--- src/rtl/pe_array_sequencer_pkg.sv ---
// pe_array_sequencer_pkg
//    Shared definitions for the PE array sequencer: default array/score/length
//    widths, the sequencer state encoding and the segment enable-mask helper.
package pe_array_sequencer_pkg;

   localparam int PE_NUM     = 64;    // PE cells in the array (power of two, >= 2)
   localparam int VEF_BIT    = 12;    // V/E/F score width, unsigned
   localparam int LEN_BIT    = 16;    // width of the s and t length fields
   localparam int MAX_PE_NUM = 1024;  // widest array the mask helper can describe

   typedef enum logic [2:0] {
      ST_IDLE,
      ST_LOAD_S,
      ST_WAIT_S,
      ST_RUN,
      ST_DRAIN,
      ST_NEXT,
      ST_DONE
   } state_t;

   // Thermometer mask with the low seg_len bits set; callers keep the low
   // PE_NUM bits. Shifting all-ones left by seg_len leaves zeros in the bits
   // that must be enabled, so the inversion yields the mask.
   function automatic logic [MAX_PE_NUM-1:0] seg_mask(input int unsigned seg_len);
      return ~({MAX_PE_NUM{1'b1}} << seg_len);
   endfunction

endpackage

--- src/rtl/pe_score_max.sv ---
// pe_score_max
//    Registered running maximum of an unsigned score stream.
//    clk, rst_n    : clock, asynchronous active-low reset
//    clr           : synchronous clear to zero (wins over en)
//    en            : score is a candidate this cycle
//    score         : candidate score
//    max_score     : largest candidate seen since the last clear
module pe_score_max
   import pe_array_sequencer_pkg::*;
#(
   parameter int WIDTH = VEF_BIT
) (
   input  logic             clk,
   input  logic             rst_n,
   input  logic             clr,
   input  logic             en,
   input  logic [WIDTH-1:0] score,
   output logic [WIDTH-1:0] max_score
);

   logic [WIDTH-1:0] max_reg;

   always_ff @(posedge clk or negedge rst_n) begin
      if (!rst_n) begin
         max_reg <= '0;
      end else if (clr) begin
         max_reg <= '0;
      end else if (en && (score > max_reg)) begin
         max_reg <= score;
      end
   end

   assign max_score = max_reg;

endmodule

--- src/rtl/pe_array_sequencer.sv ---
// pe_array_sequencer
//    Walks the systolic PE array through a full Smith-Waterman alignment:
//    the query is loaded PE_NUM symbols at a time, the whole target is
//    streamed through for each segment, the wavefront is drained, and the
//    largest cell score seen across all passes is reported at the end.
//    i_start / i_s_len / i_t_len : job request, lengths latched on start
//    o_busy / o_valid / o_result : job in progress, result pulse and value
//    o_update_s / i_s_valid      : next query segment request / present
//    o_t_ready / i_t_valid       : target symbol handshake
//    o_pe_enable / o_pe_lock / o_newline : PE chain controls
//    i_score / i_score_valid     : cell scores leaving the array
module pe_array_sequencer #(
   parameter int PE_NUM  = pe_array_sequencer_pkg::PE_NUM,
   parameter int VEF_BIT = pe_array_sequencer_pkg::VEF_BIT,
   parameter int LEN_BIT = pe_array_sequencer_pkg::LEN_BIT
) (
   input  logic               clk,
   input  logic               rst_n,
   input  logic               i_start,
   input  logic [LEN_BIT-1:0] i_s_len,
   input  logic [LEN_BIT-1:0] i_t_len,
   output logic               o_busy,
   output logic               o_valid,
   output logic [VEF_BIT-1:0] o_result,
   output logic               o_update_s,
   input  logic               i_s_valid,
   output logic               o_t_ready,
   input  logic               i_t_valid,
   output logic [PE_NUM-1:0]  o_pe_enable,
   output logic               o_pe_lock,
   output logic               o_newline,
   input  logic [VEF_BIT-1:0] i_score,
   input  logic               i_score_valid
);

   import pe_array_sequencer_pkg::*;

   state_t             state_reg, state_next;
   logic [LEN_BIT-1:0] s_rem_reg, s_rem_next;       // query symbols not yet covered by a pass
   logic [LEN_BIT-1:0] t_len_reg, t_len_next;
   logic [LEN_BIT-1:0] t_cnt_reg, t_cnt_next;
   logic [LEN_BIT-1:0] seg_len_reg, seg_len_next;
   logic [LEN_BIT-1:0] drain_cnt_reg, drain_cnt_next;
   logic [PE_NUM-1:0]  enable_reg, enable_next;
   logic               valid_reg, valid_next;
   logic [VEF_BIT-1:0] result_reg, result_next;

   logic               max_clr;
   logic               max_en;
   logic [VEF_BIT-1:0] max_score;
   logic [LEN_BIT-1:0] seg_len_calc;
   logic               transfer;
   logic               last_transfer;

   // Remaining query length doubles as pass*PE_NUM bookkeeping: the current
   // segment is a full array unless fewer symbols remain.
   assign seg_len_calc  = (s_rem_reg >= LEN_BIT'(PE_NUM)) ? LEN_BIT'(PE_NUM) : s_rem_reg;
   assign transfer      = (state_reg == ST_RUN) && i_t_valid;
   assign last_transfer = transfer && (t_cnt_reg == (t_len_reg - LEN_BIT'(1)));
   assign max_en        = ((state_reg == ST_RUN) || (state_reg == ST_DRAIN)) && i_score_valid;

   pe_score_max #(
      .WIDTH (VEF_BIT)
   ) u_score_max (
      .clk       (clk),
      .rst_n     (rst_n),
      .clr       (max_clr),
      .en        (max_en),
      .score     (i_score),
      .max_score (max_score)
   );

   always_ff @(posedge clk or negedge rst_n) begin
      if (!rst_n) begin
         state_reg     <= ST_IDLE;
         s_rem_reg     <= '0;
         t_len_reg     <= '0;
         t_cnt_reg     <= '0;
         seg_len_reg   <= '0;
         drain_cnt_reg <= '0;
         enable_reg    <= '0;
         valid_reg     <= 1'b0;
         result_reg    <= '0;
      end else begin
         state_reg     <= state_next;
         s_rem_reg     <= s_rem_next;
         t_len_reg     <= t_len_next;
         t_cnt_reg     <= t_cnt_next;
         seg_len_reg   <= seg_len_next;
         drain_cnt_reg <= drain_cnt_next;
         enable_reg    <= enable_next;
         valid_reg     <= valid_next;
         result_reg    <= result_next;
      end
   end

   always_comb begin
      state_next     = state_reg;
      s_rem_next     = s_rem_reg;
      t_len_next     = t_len_reg;
      t_cnt_next     = t_cnt_reg;
      seg_len_next   = seg_len_reg;
      drain_cnt_next = drain_cnt_reg;
      enable_next    = enable_reg;
      valid_next     = 1'b0;
      result_next    = '0;
      max_clr        = 1'b0;

      case (state_reg)
         ST_IDLE: begin
            if (i_start) begin
               s_rem_next = i_s_len;
               t_len_next = i_t_len;
               max_clr    = 1'b1;
               state_next = ((i_s_len == '0) || (i_t_len == '0)) ? ST_DONE : ST_LOAD_S;
            end
         end
         ST_LOAD_S: begin
            state_next = ST_WAIT_S;
         end
         ST_WAIT_S: begin
            if (i_s_valid) begin
               seg_len_next = seg_len_calc;
               enable_next  = PE_NUM'(seg_mask(32'(seg_len_calc)));
               t_cnt_next   = '0;
               state_next   = ST_RUN;
            end
         end
         ST_RUN: begin
            if (transfer) begin
               t_cnt_next = t_cnt_reg + LEN_BIT'(1);
            end
            if (last_transfer) begin
               // A single-cell segment has no wavefront left to flush.
               if (seg_len_reg > LEN_BIT'(1)) begin
                  drain_cnt_next = seg_len_reg - LEN_BIT'(1);
                  state_next     = ST_DRAIN;
               end else begin
                  state_next     = ST_NEXT;
               end
            end
         end
         ST_DRAIN: begin
            if (drain_cnt_reg == LEN_BIT'(1)) begin
               state_next = ST_NEXT;
            end else begin
               drain_cnt_next = drain_cnt_reg - LEN_BIT'(1);
            end
         end
         ST_NEXT: begin
            s_rem_next = s_rem_reg - seg_len_reg;
            state_next = (s_rem_reg == seg_len_reg) ? ST_DONE : ST_LOAD_S;
         end
         ST_DONE: begin
            // Result is registered so the pulse lands as busy drops.
            valid_next  = 1'b1;
            result_next = max_score;
            enable_next = '0;
            state_next  = ST_IDLE;
         end
         default: begin
            state_next = ST_IDLE;
         end
      endcase
   end

   assign o_busy      = (state_reg != ST_IDLE);
   assign o_valid     = valid_reg;
   assign o_result    = result_reg;
   assign o_update_s  = (state_reg == ST_LOAD_S);
   assign o_t_ready   = (state_reg == ST_RUN);
   assign o_pe_lock   = (state_reg == ST_RUN) && !i_t_valid;
   assign o_newline   = transfer && (t_cnt_reg == '0);
   assign o_pe_enable = enable_reg;

endmodule

--- config.mk ---
export PLATFORM = sky130hd
export DESIGN_NAME = pe_array_sequencer
export DESIGN_NICKNAME = d
export VERILOG_FILES = /design/src/rtl/pe_array_sequencer_pkg.sv /design/src/rtl/pe_score_max.sv /design/src/rtl/pe_array_sequencer.sv
export SDC_FILE = /design/constraint.sdc
export NUM_CORES = 1
export LEC_CHECK = 0
export BUFFER_PORTS_ARGS = -buffer_cell sky130_fd_sc_hd__buf_2
export CAP_MARGIN = 20
export CORE_ASPECT_RATIO = 0.8
export CORE_MARGIN = 5
export CORE_UTILIZATION = 50
export DETAILED_ROUTE_END_ITERATION = 16
export MAX_ROUTING_LAYER = met4
export PLACE_DENSITY = 0.78
export SLEW_MARGIN = 20
export SYNTH_ARGS = -nofsm -noshare
export SYNTH_HDL_FRONTEND = slang
export SYNTH_SLANG_ARGS = --single-unit
export TNS_END_PERCENT = 10
--- constraint.sdc ---
create_clock -name clk -period 4.55 [get_ports clk]
set_input_delay 1.1375 -clock clk [delete_from_list [all_inputs] [get_ports clk]]
set_output_delay 1.1375 -clock clk [all_outputs]
set_load 0.02 [all_outputs]
* After elaboration in Yosys (flattened, before gate mapping) *
Cells that the tools add are included.

cells by class
  $add $sub $neg = 5
  multiply operators = 0
  divide/modulo/power cells = 0
  order comparisons = 3
  equality and inequality tests = 16
  shift-type cells = 1
  muxes and demuxes = 26
  bitwise gates (word level) = 1
  reductions and logical operators = 26

operators by type and width
  cell                                                             count
  << shifter 1024 x 16 -> 64 bit (first input constant)            1
  one-hot mux 64 bit (2 select lines)                              1
  2-to-1 mux 16 bit                                                7
  one-hot mux 16 bit (2 select lines)                              3
  2-to-1 mux 64 bit                                                1
  inverter 64 bit                                                  1
  zero test 16 bit                                                 3
  subtractor 16 x 1 -> 16 bit (second input constant)              3
  2-to-1 mux 12 bit                                                3
  == test 16 bit                                                   2
  2-to-1 mux 3 bit                                                 6
  one-hot mux 3 bit (6 select lines)                               1
  adder 16 x 1 -> 16 bit (second input constant)                   1
  == test 16 x 1 -> 1 bit (second input constant)                  1
  >= comparator 16 x 7 -> 1 bit (second input constant)            1
  greater-than comparator 16 x 1 -> 1 bit (second input constant)  1
  subtractor 16 bit                                                1
  greater-than comparator 12 bit                                   1
  nonzero test 2 bit                                               5
  == test 3 bit (second input constant)                            3
  != test 2 x 1 -> 1 bit (second input constant)                   4
  AND reduction 2 bit                                              4
  AND reduction 4 bit                                              2
  == test 3 x 2 -> 1 bit (second input constant)                   2
  other kinds (9)                                                  20

storage, ports and cells
  bits in registers = 172
  bits in latches = 0
  RAM bits = 0
  ROM bits = 0
  logic and storage cells = 88
  memories = 0

* Longest topological paths before layout *
  depth in word-level cells = 6
  depth in mapped cells = 11

* Modules after synthesis *
From an unflattened synthesis, not the netlist that was laid out.

second synthesis, totals
  cells, all modules = 1094
  area, all modules = 9927.0 sq um

modules (own cells, without submodules)
  module              times used  cells each  area an instance (sq um)  seq. area each (sq um)
  pe_array_sequencer  1           966         8822.2                    4003.8
  pe_score_max        1           128         1104.8                    300.3

* Worst setup path after synthesis *
OpenSTA, ideal clock, no wires.

  path type = input to register
  start point = input port i_score[5]
  end point = register u_score_max.max_reg[10] (netlist: u_score_max.max_score[10])
  data arrival time = 3.082 ns
  data required time = 4.425 ns
  setup slack = 1.343 ns
  stages on the path = 9
  cell sequence = ha_1 -> a21o_1 -> a21o_1 -> a21o_1 -> a21oi_1 -> nor2b_1 -> o21ai_0 -> clkbuf_1 -> mux2_2

between the ends
  longest elaborated chain between the ends = 3

ends and longest elaborated chain
  element                              RTL line                  source
  start, declared                      pe_array_sequencer.sv:32  input logic [VEF_BIT-1:0] i_score,
  greater-than comparator 12 bit       pe_score_max.sv:28        end else if (en && (score > max_reg)) begin
  logical AND 1 bit                    pe_score_max.sv:28
  nonzero test 2 bit (no source line)  n/a
  end signal, assigned                 pe_score_max.sv:29        max_reg <= score;
  end, declared                        pe_score_max.sv:21        logic [WIDTH-1:0] max_reg;

Every way passes these cells.
A chain may end at the register's enable or synchronous reset.

* Worst setup path after layout *
  start point = register t_len_reg[0]
  end point = register drain_cnt_reg[14]

between the ends
  longest elaborated chain between the ends = 5

ends and longest elaborated chain
  element                                  RTL line                  source
  start, declared                          pe_array_sequencer.sv:40  logic [LEN_BIT-1:0] t_len_reg, t_len_next;
  start signal, assigned                   pe_array_sequencer.sv:87  t_len_reg <= t_len_next;
  subtractor 16 x 1 -> 16 bit              pe_array_sequencer.sv:59  assign last_transfer = transfer && (t_cnt_reg == (t_len_reg - LEN_BIT'(1)));
  == test 16 bit                           pe_array_sequencer.sv:59
  logical AND 1 bit                        pe_array_sequencer.sv:59
  != test 2 x 1 -> 1 bit (no source line)  n/a
  AND reduction 4 bit (no source line)     n/a
  end signal, assigned                     pe_array_sequencer.sv:90  drain_cnt_reg <= drain_cnt_next;
  end, declared                            pe_array_sequencer.sv:43  logic [LEN_BIT-1:0] drain_cnt_reg, drain_cnt_next;

Every way passes these cells.

==> impl_results.md <==
- CTS root buf: clkbuf_16
- First-pass GRT wire length: 45.1 mm
- Main synth FF type: dfrtp_1
- TritonRoute pass-1 iters: 6
- Uppermost layer routed: met4
- Crit path buffers/inverters: 1
- Yosys warning count: 0
- Adder-cell share of the synthesized area: 0.0447
- Clk_skew: 0.0126 ns
- Arr. time, crit path: 3.90 ns
- Maximum vdd ir drop: 395 uV
- Total gr overflow: 0
- Most frequent cells after synthesis: 172 x dfrtp_1, 109 x nor2_1, 98 x nand2_1, 69 x o21ai_0, 67 x a21oi_1
- Yosys top cell by area: dfrtp_1
- Routed len/inst: 18.6 um
- Total core area: 0.0197 mm^2
- Deepest clock path buffer count: 2
- Cell Area, Synth: 0.00996 mm^2
- Die W: 168 um
- Cells after synthesis: ~1100
- Slowest cell on the critical path: or4b_1
- Worst-Margin Slew: 1.11 ns
- Placed wire-length estimate: 19.4 mm
- Period utilisation layout: 0.785
- Largest delay share family, worst path: simple AND/OR/NAND/NOR gates
- Final worst setup slack: around 0.98 ns
- CTS tree: done
- Area share of the largest cell type after synthesis: 0.432
- Starting Density: 0.506
- Num rows: 46
- Clock slew at reported path FFs: ~0.070 ns
- # fillers: 1681
- Met2 WL post-DR: 11.8 mm
- Final setup viols: 0
- DR WL met3: 2.59 mm
- Main combinational cell family by area after synthesis: simple AND/OR/NAND/NOR gates
- Vias in the first global route: 8601
- Max_cap viols: 0
- Synth async-reset ratio: 1.00
- CP max FO: 23
- CP Class: reg -> reg
- Number of flip-flops in the largest register: 64
- Top-count cell post-synth: dfrtp_1
- Setup tns final: 0 ns
- Final core utilization: 0.582
- Post-synth EDFFs: 0
- CTS buffer count: 17
- Drt drc: 0
- Post-synthesis mux area share: 0.0482
- Share of layout cells above drive strength 1: 0.186
- Sequential cell area: 0.00430 mm^2
- Total Routing Usage GR: 0.248
- Setup crit start kind: flip-flop
- Initial antenna violation count: 0
- Layout area overhead: 15.1%
- Ant. Diodes: 0
- Max-slew violations: 0
- Synthesized flop and latch total: about 170
- Total Die Area: approximately 0.023 mm^2
- Clock sinks: 172
- Synth Net Count: 1179
- Multi-input gate area: between 0.005 and 0.006 mm^2
- Die H: between 100 and 150 um
- Compound-Gate Fraction of Synth Area: 0.192
- CP Data Required Time: 4.88 ns
- Starting DRT DRC Count: 924
- Distinct cell type count after synthesis: between 60 and 70
- Post-CTS Resized: 0
- H-tree depth: 4
- Max Fclk: 280 MHz
- Antenna viol nets, final: 0
- IO Port Bufs: around 130
- Hold Path Cell Cnt: 2
- CP endpoint kind: flip-flop
- Routed WL: approximately 27 mm
- Largest net degree at the start of global routing: a little over 80
- Critical path depth: 9
- Hold Fails Final Rpt: 0
- Top Ports: 132
- Leak Pwr: 5.37 nW
- GPL Wtd Cong: 0.948
- Synth top area cells: dfrtp_1 43%, ha_1 4.3%, nor2_1 4.1%, nand2_1 3.7%, mux2_2 3.6%
- Hold slack: 0.471 ns
- Setup bufs post-CTS: 0
- Hold_buf cts: 0
- Outcome: finished clean
- Simple-gate portion of the synthesized area: 0.197
- Hold Path Class: reg -> reg
- Reg2Reg Depth: 9
- Register area share after synthesis: 0.432
- RSZ-0062 raised after global routing: no
- Fin nets: 1280
- M1 WL: 12.6 mm
- Final min period: 3.57 ns
- P per Cell Area: 673 mW/mm^2
- Syn_area_per_cell: between 9 and 10 um^2
- Relative slew slack: 0.259
- CP cell instances: inv_1, ha_1, or4b_1, o31a_1, o21a_1, o21ai_0, nand2_1, and3_1, a221o_1
- Worst slack at placement: between 1 and 1.5 ns
- Clk_lat worst skew: 0.44 ns
- XOR/XNOR Fraction of Synth Area: 0.0431
- Via count: 9041
- Vias/cell: 6.14
- Max incr delay on CP: 0.63 ns
## routing by layer
layer,vias up,track usage
li1,4198,-
met1,4321,0.371
met2,481,0.347
met3,41,0.0532
met4,0,0.0541
met5,-,-
## power by group
part           switching, mW  internal (mW)  leakage [nW]
clock                  0.707          0.785         0.289
combinational           2.06           1.40          2.94
sequential             0.652           2.12          2.14
total                   3.42           4.31          5.37
## area by class of cell
type                       count  share of cell area
multi-input combinational    812               0.460
sequential                   172               0.375
timing repair buffer         146              0.0686
clock buffer                  17              0.0371
tap                          264              0.0288
clock inverter                15              0.0154
inverter                      46              0.0151
## final timing paths
| kind | startpoint | endpoint | slack [ns] |
|---|---|---|---|
| max in group asynchronous | rst_n | t_cnt_reg[11]$_DFFE_PN0P_ | 2.96 |
| min in group asynchronous | rst_n | u_score_max.max_score[6]$_DFFE_PN0P_ | 0.71 |
| hold / removal | o_pe_enable[15]$_DFFE_PN0P_ | o_pe_enable[15]$_DFFE_PN0P_ | 0.47 |
| setup / recovery | t_len_reg[0]$_DFFE_PN0P_ | drain_cnt_reg[14]$_DFFE_PN0P_ | 0.98 |
| hold reg to reg | o_pe_enable[15]$_DFFE_PN0P_ | o_pe_enable[15]$_DFFE_PN0P_ | 0.47 |
| setup reg to reg | t_len_reg[0]$_DFFE_PN0P_ | drain_cnt_reg[14]$_DFFE_PN0P_ | 0.98 |
## worst reg2reg max path, delay by kind of cell (launching register included)
kind	cells	cell delay, ns
AND/OR/NAND/NOR	3	1.53
buffers and inverters	1	0.07
adder cells (fa/ha/maj)	1	0.38
flip-flops	1	0.42
AO/OA/AOI/OAI	4	1.06
## logic make-up (layout without fill, tap and decap cells)
logic type | Yosys count | in the layout
AOI/OAI and AO/OA | 283 | 283
xor gates and xnor gates | 49 | 49
adders and majority gates | 35 | 35
buffers and inverters | 110 | 224
DFF | 172 | 172
muxes | 44 | 44
and+or+nand+nor | 401 | 401
## stage by stage
step | instance area, um^2 | std cells | total power, mW
global placement | 10900 | 1440 | 6.10
global route | 11500 | 1472 | 8.26
detailed placement | 10900 | 1440 | 6.18
floorplan | 9960 | 1094 | 5.13
CTS | 11500 | 1472 | 7.70
finish | 11500 | 1472 | 7.72
## cell usage in the layout, fill, tap and decap left out, types with 30 or more instances in the layout
cell type  count
dfrtp_1      172
buf_2        130
nor2_1       108
nand2_1       98
o21ai_0       69
a21oi_1       67
inv_1         45
nand3_1       36
ha_1          34
nor3_1        33
mux2_2        32
xnor2_1       30
(Power assumes the default switching activity.)
